File: config.mk
export PLATFORM = sky130hd
export DESIGN_NAME = mlu_bootstrapper
export DESIGN_NICKNAME = d
export VERILOG_FILES = /design/src/rtl/mlu_bootstrapper.sv
export SDC_FILE = /design/constraint.sdc
export NUM_CORES = 1
export LEC_CHECK = 0
export CAP_MARGIN = 20
export CORE_MARGIN = 2
export CORE_UTILIZATION = 40
export DETAILED_ROUTE_END_ITERATION = 12
export PLACE_DENSITY_LB_ADDON = 0.1
export SKIP_LAST_GASP = 1
export SYNTH_ARGS = -nofsm -noshare
export SYNTH_HDL_FRONTEND = slang
export SYNTH_SLANG_ARGS = --single-unit
File: constraint.sdc
create_clock -name CLK -period 3.2 [get_ports CLK]
set_clock_uncertainty 0.1 [all_clocks]
set_input_delay 0.64 -clock CLK [delete_from_list [all_inputs] [get_ports CLK]]
set_output_delay 0.64 -clock CLK [all_outputs]
set_load 0.01 [all_outputs]
File: src/rtl/mlu_bootstrapper.sv
// Boot-time loader: streams bytes into the MLU slice and lookahead ROM images, then releases N_BOOTED.
// Optional trailer checksum verification is enabled with `define MLU_BOOT_CHECKSUM_EN.
module mlu_bootstrapper #(
  parameter int SLICE_BYTES     = 4096,
  parameter int LOOKAHEAD_BYTES = 131072,
  parameter int WE_CYCLES       = 1
) (
  input  logic        CLK,
  input  logic        N_RST,
  input  logic [7:0]  IN_DATA,
  input  logic        IN_VALID,
  output logic        IN_READY,
  output logic [16:0] BOOTSTRAP_ADDR,
  output logic [7:0]  BOOTSTRAP_DATA,
  output logic        BOOTSTRAP_MLU_SLICE_N_WE,
  output logic        BOOTSTRAP_MLU_LOOKAHEAD_N_WE,
  output logic        N_BOOTED,
  output logic        ERR
);

  localparam logic [17:0] SLICE_N = 18'(SLICE_BYTES);
  localparam logic [17:0] LA_N    = 18'(LOOKAHEAD_BYTES);
  localparam int          WW      = (WE_CYCLES > 1) ? $clog2(WE_CYCLES) : 1;
  localparam logic [WW-1:0] WE_LAST = WW'(WE_CYCLES - 1);

  typedef enum logic [2:0] {
    S_INIT, S_FETCH, S_SETUP, S_STROBE, S_HOLD, S_DONE
`ifdef MLU_BOOT_CHECKSUM_EN
    , S_CHECK, S_FAIL
`endif
  } state_t;

`ifdef MLU_BOOT_CHECKSUM_EN
  localparam state_t S_END = S_CHECK;
`else
  localparam state_t S_END = S_DONE;
`endif
  // Entering S_END only releases N_BOOTED when no trailer check follows.
  localparam logic END_N_BOOTED = (S_END != S_DONE);

  state_t        r_state;
  logic          r_phase;
  logic [16:0]   r_cnt;
  logic [WW-1:0] r_we_cnt;
  logic [16:0]   r_addr;
  logic [7:0]    r_data;
  logic          r_slice_n_we;
  logic          r_la_n_we;
  logic          r_n_booted;
  logic [17:0]   w_cnt_inc;
  logic          w_phase_end;
`ifdef MLU_BOOT_CHECKSUM_EN
  logic [7:0]    r_sum;
  logic          r_err;
`endif

  assign w_cnt_inc   = {1'b0, r_cnt} + 18'd1;
  assign w_phase_end = r_phase ? (w_cnt_inc == LA_N) : (w_cnt_inc == SLICE_N);

`ifdef MLU_BOOT_CHECKSUM_EN
  assign IN_READY = (r_state == S_FETCH) || (r_state == S_CHECK);
  assign ERR      = r_err;
`else
  assign IN_READY = (r_state == S_FETCH);
  assign ERR      = 1'b0;
`endif
  assign BOOTSTRAP_ADDR               = r_addr;
  assign BOOTSTRAP_DATA               = r_data;
  assign BOOTSTRAP_MLU_SLICE_N_WE     = r_slice_n_we;
  assign BOOTSTRAP_MLU_LOOKAHEAD_N_WE = r_la_n_we;
  assign N_BOOTED                     = r_n_booted;

  // Load sequencer: fetch byte, set up address/data, strobe, hold, advance.
  always_ff @(posedge CLK or negedge N_RST) begin
    if (!N_RST) begin
      r_state      <= S_INIT;
      r_phase      <= 1'b0;
      r_cnt        <= 17'd0;
      r_we_cnt     <= '0;
      r_addr       <= 17'd0;
      r_data       <= 8'd0;
      r_slice_n_we <= 1'b1;
      r_la_n_we    <= 1'b1;
      r_n_booted   <= 1'b1;
`ifdef MLU_BOOT_CHECKSUM_EN
      r_sum        <= 8'd0;
      r_err        <= 1'b0;
`endif
    end else begin
      case (r_state)
        S_INIT: begin
          if (SLICE_N != 18'd0) begin
            r_phase <= 1'b0;
            r_state <= S_FETCH;
          end else if (LA_N != 18'd0) begin
            r_phase <= 1'b1;
            r_state <= S_FETCH;
          end else begin
            r_state    <= S_END;
            r_n_booted <= END_N_BOOTED;
          end
        end
        S_FETCH: begin
          if (IN_VALID) begin
            r_data  <= IN_DATA;
            r_addr  <= r_cnt;
            r_state <= S_SETUP;
`ifdef MLU_BOOT_CHECKSUM_EN
            r_sum   <= r_sum + IN_DATA;
`endif
          end else begin
            r_state <= S_FETCH;
          end
        end
        S_SETUP: begin
          r_we_cnt <= '0;
          r_state  <= S_STROBE;
          if (r_phase) begin
            r_la_n_we <= 1'b0;
          end else begin
            r_slice_n_we <= 1'b0;
          end
        end
        S_STROBE: begin
          if (r_we_cnt == WE_LAST) begin
            r_slice_n_we <= 1'b1;
            r_la_n_we    <= 1'b1;
            r_state      <= S_HOLD;
          end else begin
            r_we_cnt <= r_we_cnt + 1'b1;
          end
        end
        S_HOLD: begin
          if (!w_phase_end) begin
            r_cnt   <= w_cnt_inc[16:0];
            r_state <= S_FETCH;
          end else if (!r_phase && (LA_N != 18'd0)) begin
            r_phase <= 1'b1;
            r_cnt   <= 17'd0;
            r_state <= S_FETCH;
          end else begin
            r_cnt      <= w_cnt_inc[16:0];
            r_state    <= S_END;
            r_n_booted <= END_N_BOOTED;
          end
        end
`ifdef MLU_BOOT_CHECKSUM_EN
        S_CHECK: begin
          if (!IN_VALID) begin
            r_state <= S_CHECK;
          end else if (IN_DATA == r_sum) begin
            r_state    <= S_DONE;
            r_n_booted <= 1'b0;
          end else begin
            r_state <= S_FAIL;
            r_err   <= 1'b1;
          end
        end
        S_FAIL:  r_state <= S_FAIL;
`endif
        S_DONE:  r_state <= S_DONE;
        default: r_state <= S_INIT;
      endcase
    end
  end

endmodule

==> results.json, run 1 <==
{
  "outcome": "completed",
  "p_clk_frac": 0.212,
  "finalHoldViolCount": 0,
  "clock.fmax_ghz": 0.334,
  "cp_max_fo": 7,
  "floorplan.core_area_um2": 5920,
  "route.vias.total": 1721,
  "synthArstFlopShare": 1.00,
  "area_delta_synth_final_pct": 22.4,
  "element_type_at_the_critical_path_start": "register",
  "grt_first_pass_wirelength_um": 7960,
  "setup_total_negative_slack_ns": 0,
  "mappedNetlistArea_um2": 2450,
  "hpwl_um": 3450,
  "overflow": 0,
  "ioPinCount": 41,
  "power_frac_seq": 0.460,
  "dominantRegCellSynth": "dfrtp_1",
  "leakage_power_summed_over_all_cells_uw": 0.00132,
  "fillers": 546,
  "core.rowCount": 28,
  "final_report_max_slew_violation_count": 0,
  "gr-usage-all-layers": 0.155,
  "routed_via_density": 5.28,
  "synth.yosys.seq_area_share": 0.501,
  "synth.net_count": 223,
  "synth_enable_flop_cells": 0,
  "yosysWarningCount": 0,
  "layout_min_cycle_time_ns": 2.99,
  "first_global_vias": 1652,
  "cts_buffer_depth": 2,
  "cts_tree": "done",
  "finalSetupViolCount": 0,
  "num_antenna_cells": 0,
  "route.detailed.drc": 0,
  "buffer_ports.inserted": 39,
  "timing.critical_path.to_type": "register",
  "netSwitchingPower_uw": 524,
  "worst_hold_path_type": "input port to async pin",
  "cts-root-buf": "clkbuf_8",
  "wire_per_inst_um": 14.6,
  "max_cap_violations": 0,
  "antenna_found_initial": 0,
  "layout.nets": 263,
  "drive_above_1_share": 0.235,
  "synth.avg_cell_area_um2": 11.7,
  "grt_start_max_net_pins": 27,
  "final_cells": 326,
  "numPlacedInstances": 318,
  "finalWeightedCongestion": 0.895,
  "die-area_um2": 6780,
  "vdd.ir_drop.worst_uv": 314,
  "path_class": "register to register",
  "utilization": 0.508,
  "initial_core_util": 0.415,
  "p_comb_frac": 0.328,
  "worst-endpoint-required_ns": 3.34,
  "cts.htree.levels": 2,
  "critPathArrivalTime_ns": 3.13,
  "number_of_search_and_repair_iterations_in_the_first_detailed_routing_pass": 4,
  "cts.sinks": 49,
  "floorplan.die.height_um": 82.3,
  "chipWidth_um": 82.3,
  "min_period_over_period": 0.935,
  "drt-initial-drc-count": 48,
  "tritoncts.num_buffers": 5,
  "switching_share": 0.297,
  "power_density_nw_per_um2": 587,
  "ys_ff_latch": 49,
  "multi_input_area_um2": 1110,
  "tightestPinTransition_ns": 0.536,
  "insertion_delay_ns": 0.30,
  "intPower_uw": 1240,
  "final_antenna_net_count": 0,
  "layout.area.seq_um2": 1230,
  "number_of_distinct_library_cells_after_synthesis": 42,
  "synthCells": 210,
  "clk_transition_reported_paths_ns": 0.09,
  "finalPower_uw": 1760,
  "max_slew_margin": 0.642,
  "setup_repair_after_global_routing_missed_its_margin": "false",
  "route.final.wire_length_um": 4760
}
## flip-flops by register name, summed over array words and instances, names as in the netlist
register                      count
r_phase                           1
r_cnt                            17
BOOTSTRAP_DATA                    8
BOOTSTRAP_MLU_SLICE_N_WE          1
N_BOOTED                          1
BOOTSTRAP_ADDR                   17
r_state                           3
BOOTSTRAP_MLU_LOOKAHEAD_N_WE      1
## timing repair
| item | 4_1_cts | 5_1_grt |
|---|---|---|
| endpoints found under the hold margin | 0 | 0 |
| endpoints found under the setup margin | 0 | 5 |
| buffers inserted | 0 | 0 |
| hold buffers | 0 | 0 |
| resized for setup | 0 | 2 |
## worst paths after layout
kind                       slack [ns]           endpoint  cells past startpoint  startpoint
min in group CLK                 0.36           N_BOOTED                      1    N_BOOTED
max in group asynchronous        2.05           r_cnt[4]                      2       N_RST
setup reg to reg                 0.21           N_BOOTED                     11    r_cnt[7]
setup / recovery                 0.21           N_BOOTED                     11    r_cnt[7]
hold reg to reg                  0.36           N_BOOTED                      1    N_BOOTED
hold / removal                   0.21  BOOTSTRAP_DATA[1]                      1       N_RST
## area by class of cell
type | count | area share
sequential | 49 | 0.410
multi-input combinational | 142 | 0.370
tap | 75 | 0.0312
clock buffer | 8 | 0.0300
timing repair buffer | 51 | 0.158
inverter | 1 | 0.00125
## critical path, cell delays in order, from the launching register on
cell and delay (ns):
dfrtp_1 0.50, nand4_1 0.16, or3_1 0.37, nor2_2 0.13, xor2_1 0.07, ha_1 0.29
nand3_1 0.06, a21oi_1 0.14, nand4_1 0.13, a211o_1 0.28, or4_4 0.44, o31a_1 0.25
## cell usage after synthesis, types with 4 or more instances
| library cell | number | area [um^2] |
|---|---|---|
| xor2_1 | 10 | 87.6 |
| buf_4 | 11 | 82.6 |
| clkbuf_1 | 5 | 18.8 |
| mux2_2 | 26 | 293 |
| xnor2_1 | 11 | 96.3 |
| nand2_1 | 12 | 45.0 |
| or3_1 | 5 | 31.3 |
| nor3_1 | 7 | 35.0 |
| nand3_1 | 8 | 40.0 |
| nand4_1 | 10 | 62.6 |
| dfrtp_1 | 46 | 1150 |
| nor2b_1 | 4 | 25.0 |
| mux2i_1 | 4 | 40.0 |
| nor2_1 | 8 | 30.0 |
## cell usage in the layout, fill, tap and decap left out, types with 2 or more instances in the layout
master            n
nand3_1           8
o21ai_1           2
o31a_1            2
buf_4            12
mux2_2           26
clkbuf_8          6
xor2_1           10
dfstp_2           3
or3_1             5
ha_1              2
nor2b_1           4
nand2b_1          2
o21ai_0           3
nand2_1          12
a21oi_1           2
nor3_1            6
nor3b_1           2
clkdlybuf4s50_1  38
clkbuf_1          2
dfrtp_1          45
nand4_1          10
a211o_1           2
mux2i_1           4
a22o_1            3
nor4_1            3
xnor2_1          11
nor2_1            7
## power by group through the flow
stage	Sequential [uW]	Combinational, uW	Clock (uW)
after floorplan	854	275	0
after global placement	822	587	0
after detailed placement	826	588	0
after CTS	813	593	390
after global routing	828	632	411
final	811	578	373
## layer usage
layer  up-vias  part of all wire  GRT usage
met5         -                 0          0
met4         0             0.014     0.0550
met3         5             0.037     0.0326
met2        38              0.45      0.238
met1       854              0.50      0.217
li1        824                 -          -
## stage by stage
step / instance area [um^2] / hold slack (ns) / setup WS [ns]
floorplan: 2450 / 0.244 / 0.0906
global placement: 2910 / 0.353 / 0.288
detailed placement: 2910 / 0.353 / 0.162
CTS: 3000 / 0.232 / 0.134
global route: 3010 / 0.257 / 0.00494
finish: 3010 / 0.213 / 0.208
## kinds of logic (layout without fill, tap and decap cells)
| group | Yosys count | in the layout | synth area share |
|---|---|---|---|
| flip-flops | 49 | 49 | 0.501 |
| AND/OR/NAND/NOR | 71 | 71 | 0.178 |
| XOR/XNOR | 21 | 21 | 0.0749 |
| AO/OA/AOI/OAI | 17 | 17 | 0.0489 |
| multiplexers | 30 | 30 | 0.136 |
| buffers and inverters | 19 | 60 | 0.0494 |
| other | 1 | 1 | 0.00153 |
| adder cells (fa/ha/maj) | 2 | 2 | 0.0102 |
Note: power is estimated with default switching activity, not from simulation.
==> run 2: changes to the inputs <==
CELL_PAD_IN_SITES_DETAIL_PLACEMENT = 0   (was default)
CELL_PAD_IN_SITES_GLOBAL_PLACEMENT = 1   (was default)
CORE_UTILIZATION = 38   (was 40)
==> results.json, run 2 (synthesis results as in run 1) <==
{
  "route.vias.total": 1709,
  "setup_total_negative_slack_ns": 0,
  "max_slew_margin": 0.629,
  "outcome": "completed",
  "worst_slack_ns": 0.242,
  "worst_path_largest_cell_delay_ns": 0.51,
  "ioPinCount": 41,
  "worst-endpoint-required_ns": 3.33,
  "tritoncts.num_buffers": 5,
  "tightestPinTransition_ns": 0.556,
  "final_antenna_net_count": 0,
  "r2r-end": "N_BOOTED",
  "setup_slack_placement_ns": 0.257,
  "cp_max_fo": 7,
  "chipWidth_um": 84.4,
  "wire_per_inst_um": 15.3,
  "route.final.wire_length_um": 5040,
  "final_cells": 330,
  "crit_buf_inv": 0,
  "cpMaxStageDelayCell": "dfrtp_1",
  "grt_start_max_net_pins": 27,
  "power_density_nw_per_um2": 580,
  "core.rowCount": 29,
  "cts_hold_buf": 0,
  "overflow": 0,
  "drive_above_1_share": 0.241,
  "cts_tree": "done",
  "element_type_at_the_critical_path_start": "register",
  "dr_wl_met2_um": 2350,
  "rr_startpoint": "r_cnt[8]",
  "clk_transition_reported_paths_ns": 0.08,
  "commonest_cells_after_routing_fill_and_taps_aside": "dfrtp_1 (46), clkdlybuf4s50_1 (38), mux2_2 (26), buf_4 (14)",
  "layout_min_cycle_time_ns": 2.96,
  "cts.sinks": 49,
  "rrSetupSlack_ns": 0.24,
  "vdd.ir_drop.worst_uv": 333,
  "antenna_found_initial": 0,
  "routed_via_density": 5.18,
  "timing.critical_path.to_type": "register",
  "cts.htree.levels": 2,
  "cp_dominant_cell_by_count": "nand4_1",
  "number_of_search_and_repair_iterations_in_the_first_detailed_routing_pass": 4,
  "area_delta_synth_final_pct": 23.0,
  "layout.nets": 265,
  "numPlacedInstances": 322,
  "reg2reg_depth": 11,
  "design_area_um2": 3020,
  "insertion_delay_ns": 0.30,
  "finalWeightedCongestion": 0.765,
  "min_period_over_period": 0.925,
  "leakage_power_summed_over_all_cells_uw": 0.00133,
  "met3_wirelength_um": 222,
  "path_class": "register to register",
  "finalPower_uw": 1750,
  "drt-initial-drc-count": 86,
  "gr-usage-all-layers": 0.153,
  "fillers": 601,
  "cts_setup_buffers": 0,
  "grt_first_pass_wirelength_um": 8670,
  "finalSetupViolCount": 0,
  "critical_path_s_top_delay_family": "simple AND/OR/NAND/NOR gates",
  "detailed_place.area_um2": 2930,
  "wirelength_met1_um": 2390,
  "final_report_max_slew_violation_count": 0,
  "ctsResizeCount": 0,
  "initial_core_util": 0.389,
  "worst_hold_path_type": "input port to async pin",
  "cts-root-buf": "clkbuf_8",
  "hpwl_um": 3590,
  "buffer_ports.inserted": 39,
  "cts_buffer_depth": 2,
  "max_cap_violations": 0,
  "top_layer": "met4",
  "layout_commonest_cell": "dfrtp_1",
  "critPathArrivalTime_ns": 3.09,
  "floorplan.die.height_um": 84.4,
  "cp_cell_sequence": "nand4_1 -> or3_4 -> nor2_2 -> xor2_1 -> ha_1 -> nand3_1 -> a21oi_1 -> nand4_1 -> a211o_1 -> or4_4 -> o31a_1",
  "clock.fmax_ghz": 0.338,
  "route.detailed.drc": 0,
  "finalHoldViolCount": 0,
  "num_antenna_cells": 0,
  "die-area_um2": 7120,
  "floorplan.core_area_um2": 6310,
  "first_global_vias": 1737
}
==> run 2: per-stage QoR <==
stage          hold WS (ns)  utilization
2_1_floorplan         0.244            -
3_3_place_gp          0.354        0.464
3_5_place_dp          0.367        0.464
4_1_cts               0.239        0.477
5_1_grt               0.261        0.478
6_report              0.213        0.478
==> run 2: power breakdown <==
group / total [uW] / internal, uW / switching, uW
clock: 355 / 156 / 199
combinational: 584 / 332 / 252
sequential: 811 / 732 / 79.0
==> run 2: worst max path at each step <==
stage	start	end	slack, ns	cells after the start
global placement	r_cnt[0]	N_BOOTED	0.32	12
global route	r_cnt[1]	N_BOOTED	-0.0008	12
floorplan	r_cnt[0]	N_BOOTED	0.09	13
finish	r_cnt[8]	N_BOOTED	0.24	11
CTS	r_cnt[0]	N_BOOTED	0.23	12
detailed placement	r_cnt[0]	N_BOOTED	0.26	12
==> run 2: layer usage <==
layer  vias up  global-route usage
met5         -                   0
li1        826                   -
met4         0              0.0548
met2        40               0.234
met1       836               0.213
met3         7              0.0354
==> run 2: cell type report <==
type	count	area [um^2]	share of cell area
clock buffers	8	80.1	0.0265
multi-input cells	142	1120	0.370
well taps	77	96.3	0.0319
repair buffers	53	490	0.162
inverters	1	3.75	0.00124
flip-flops and latches	49	1230	0.407
==> run 3: changes to the inputs <==
CORE_UTILIZATION = 39   (was 38)
CTS_BUF_LIST = sky130_fd_sc_hd__clkbuf_4   (was default)
==> results.json, run 3 (synthesis results as in run 1) <==
{
  "first_global_vias": 1670,
  "cts-root-buf": "clkbuf_4",
  "wire_per_inst_um": 15.2,
  "insertion_delay_ns": 0.36,
  "area_delta_synth_final_pct": 23.0,
  "outcome": "completed",
  "worst_hold_path_type": "register to register",
  "fillers": 551,
  "timing.critical_path.to_type": "register",
  "tritoncts.num_buffers": 5,
  "cts_buffer_depth": 2,
  "layout_min_cycle_time_ns": 2.94,
  "floorplan.die.height_um": 83.3,
  "ctsResizeCount": 0,
  "max_cap_violations": 0,
  "buffer_ports.inserted": 39,
  "commonest_cells_after_routing_fill_and_taps_aside": "dfrtp_1 (46), clkdlybuf4s50_1 (38), mux2_2 (26), nand2_1 (12), buf_4 (12)",
  "layout_commonest_cell": "dfrtp_1",
  "layout.nets": 265,
  "holdWs_ns": 0.375,
  "grt_start_max_net_pins": 50,
  "cts_hold_buf": 0,
  "setup_repair_after_global_routing_missed_its_margin": "false",
  "route.detailed.drc": 0,
  "worst_slack_ns": 0.261,
  "antenna_found_initial": 0,
  "routed_via_density": 5.26,
  "cts_tree": "done",
  "cp_max_fo": 7,
  "gr-usage-all-layers": 0.151,
  "critPathArrivalTime_ns": 3.15,
  "setup_slack_placement_ns": 0.286,
  "grt_first_pass_wirelength_um": 8500,
  "clk_transition_reported_paths_ns": 0.14,
  "ioPinCount": 41,
  "finalWeightedCongestion": 0.856,
  "initial_core_util": 0.410,
  "route.final.wire_length_um": 4980,
  "leakage_power_summed_over_all_cells_uw": 0.00134,
  "finalSetupViolCount": 0,
  "setup_total_negative_slack_ns": 0,
  "drt-initial-drc-count": 79,
  "path_class": "register to register",
  "core.rowCount": 28,
  "power_density_nw_per_um2": 584,
  "cts.htree.levels": 2,
  "cts.sinks": 49,
  "min_period_over_period": 0.918,
  "route.vias.total": 1724,
  "final_report_max_slew_violation_count": 0,
  "number_of_search_and_repair_iterations_in_the_first_detailed_routing_pass": 5,
  "hpwl_um": 3640,
  "vdd.ir_drop.worst_uv": 314,
  "die-area_um2": 6940,
  "final_antenna_net_count": 0,
  "chipWidth_um": 83.3,
  "floorplan.core_area_um2": 5990,
  "num_antenna_cells": 0,
  "cts_setup_buffers": 0,
  "finalHoldViolCount": 0,
  "worst-endpoint-required_ns": 3.41,
  "drive_above_1_share": 0.233,
  "element_type_at_the_critical_path_start": "register",
  "overflow": 0,
  "clock.fmax_ghz": 0.340
}
-- run 3: cell types whose count changed in the layout (fill, tap and decap cells not counted), moves of 2 or more --
cell and change:
clkbuf_8 -5, clkbuf_1 -3, clkbuf_4 +6, buf_4 -2
-- run 3: final timing paths --
| kind | start | to | slack (ns) | cells after the start |
|---|---|---|---|---|
| worst max-delay path | r_cnt[7] | N_BOOTED | 0.26 | 11 |
| worst min-delay path | N_BOOTED | N_BOOTED | 0.37 | 1 |
| worst max register to register | r_cnt[7] | N_BOOTED | 0.26 | 11 |
| worst min register to register | N_BOOTED | N_BOOTED | 0.37 | 1 |
| max in group asynchronous | N_RST | BOOTSTRAP_MLU_SLICE_N_WE | 1.93 | 3 |
| min in group asynchronous | N_RST | BOOTSTRAP_DATA[7] | 0.53 | 2 |
-- run 3: critical path, stage by stage, from the launching register on --
cell and delay [ns]:
dfrtp_1 0.52, nand4_1 0.18, or3_1 0.35, nor2_1 0.13, xor2_1 0.08, ha_1 0.28
nand3_1 0.06, a21oi_1 0.11, nand4_1 0.12, a211o_1 0.28, or4_4 0.43, o31a_1 0.25
-- run 3: through the flow --
stage / area [um^2] / power [uW] / util / std cells
2_1_floorplan: 2450 / 1130 / - / 210
3_3_place_gp: 2910 / 1400 / 0.486 / 318
3_5_place_dp: 2910 / 1420 / 0.486 / 318
4_1_cts: 2990 / 1780 / 0.499 / 326
5_1_grt: 3020 / 1870 / 0.504 / 328
6_report: 3020 / 1760 / 0.504 / 328
-- run 3: area by class of cell --
cell class	count	area, um^2	area share
clock inverters	2	33.8	0.0112
inverters	1	3.75	0.00124
flip-flops and latches	49	1230	0.407
well taps	75	93.8	0.0311
multi-input cells	142	1110	0.367
clock buffers	6	45.0	0.0149
repair buffers	53	505	0.167
-- run 3: per-layer routing --
metal | global-route usage | up-vias | part of all wire
li1 | - | 826 | -
met1 | 0.203 | 847 | 0.46
met2 | 0.240 | 47 | 0.48
met3 | 0.0398 | 4 | 0.057
met4 | 0.0402 | 0 | 0.0084
met5 | 0 | - | 0
-- run 3: where the power goes --
group	leakage [uW]	internal [uW]	switching, uW	total [uW]
registers	0.000645	732	84.4	816
logic	0.000649	333	254	587
clock network	0.0000433	171	188	359
total	0.00134	1240	526	1760
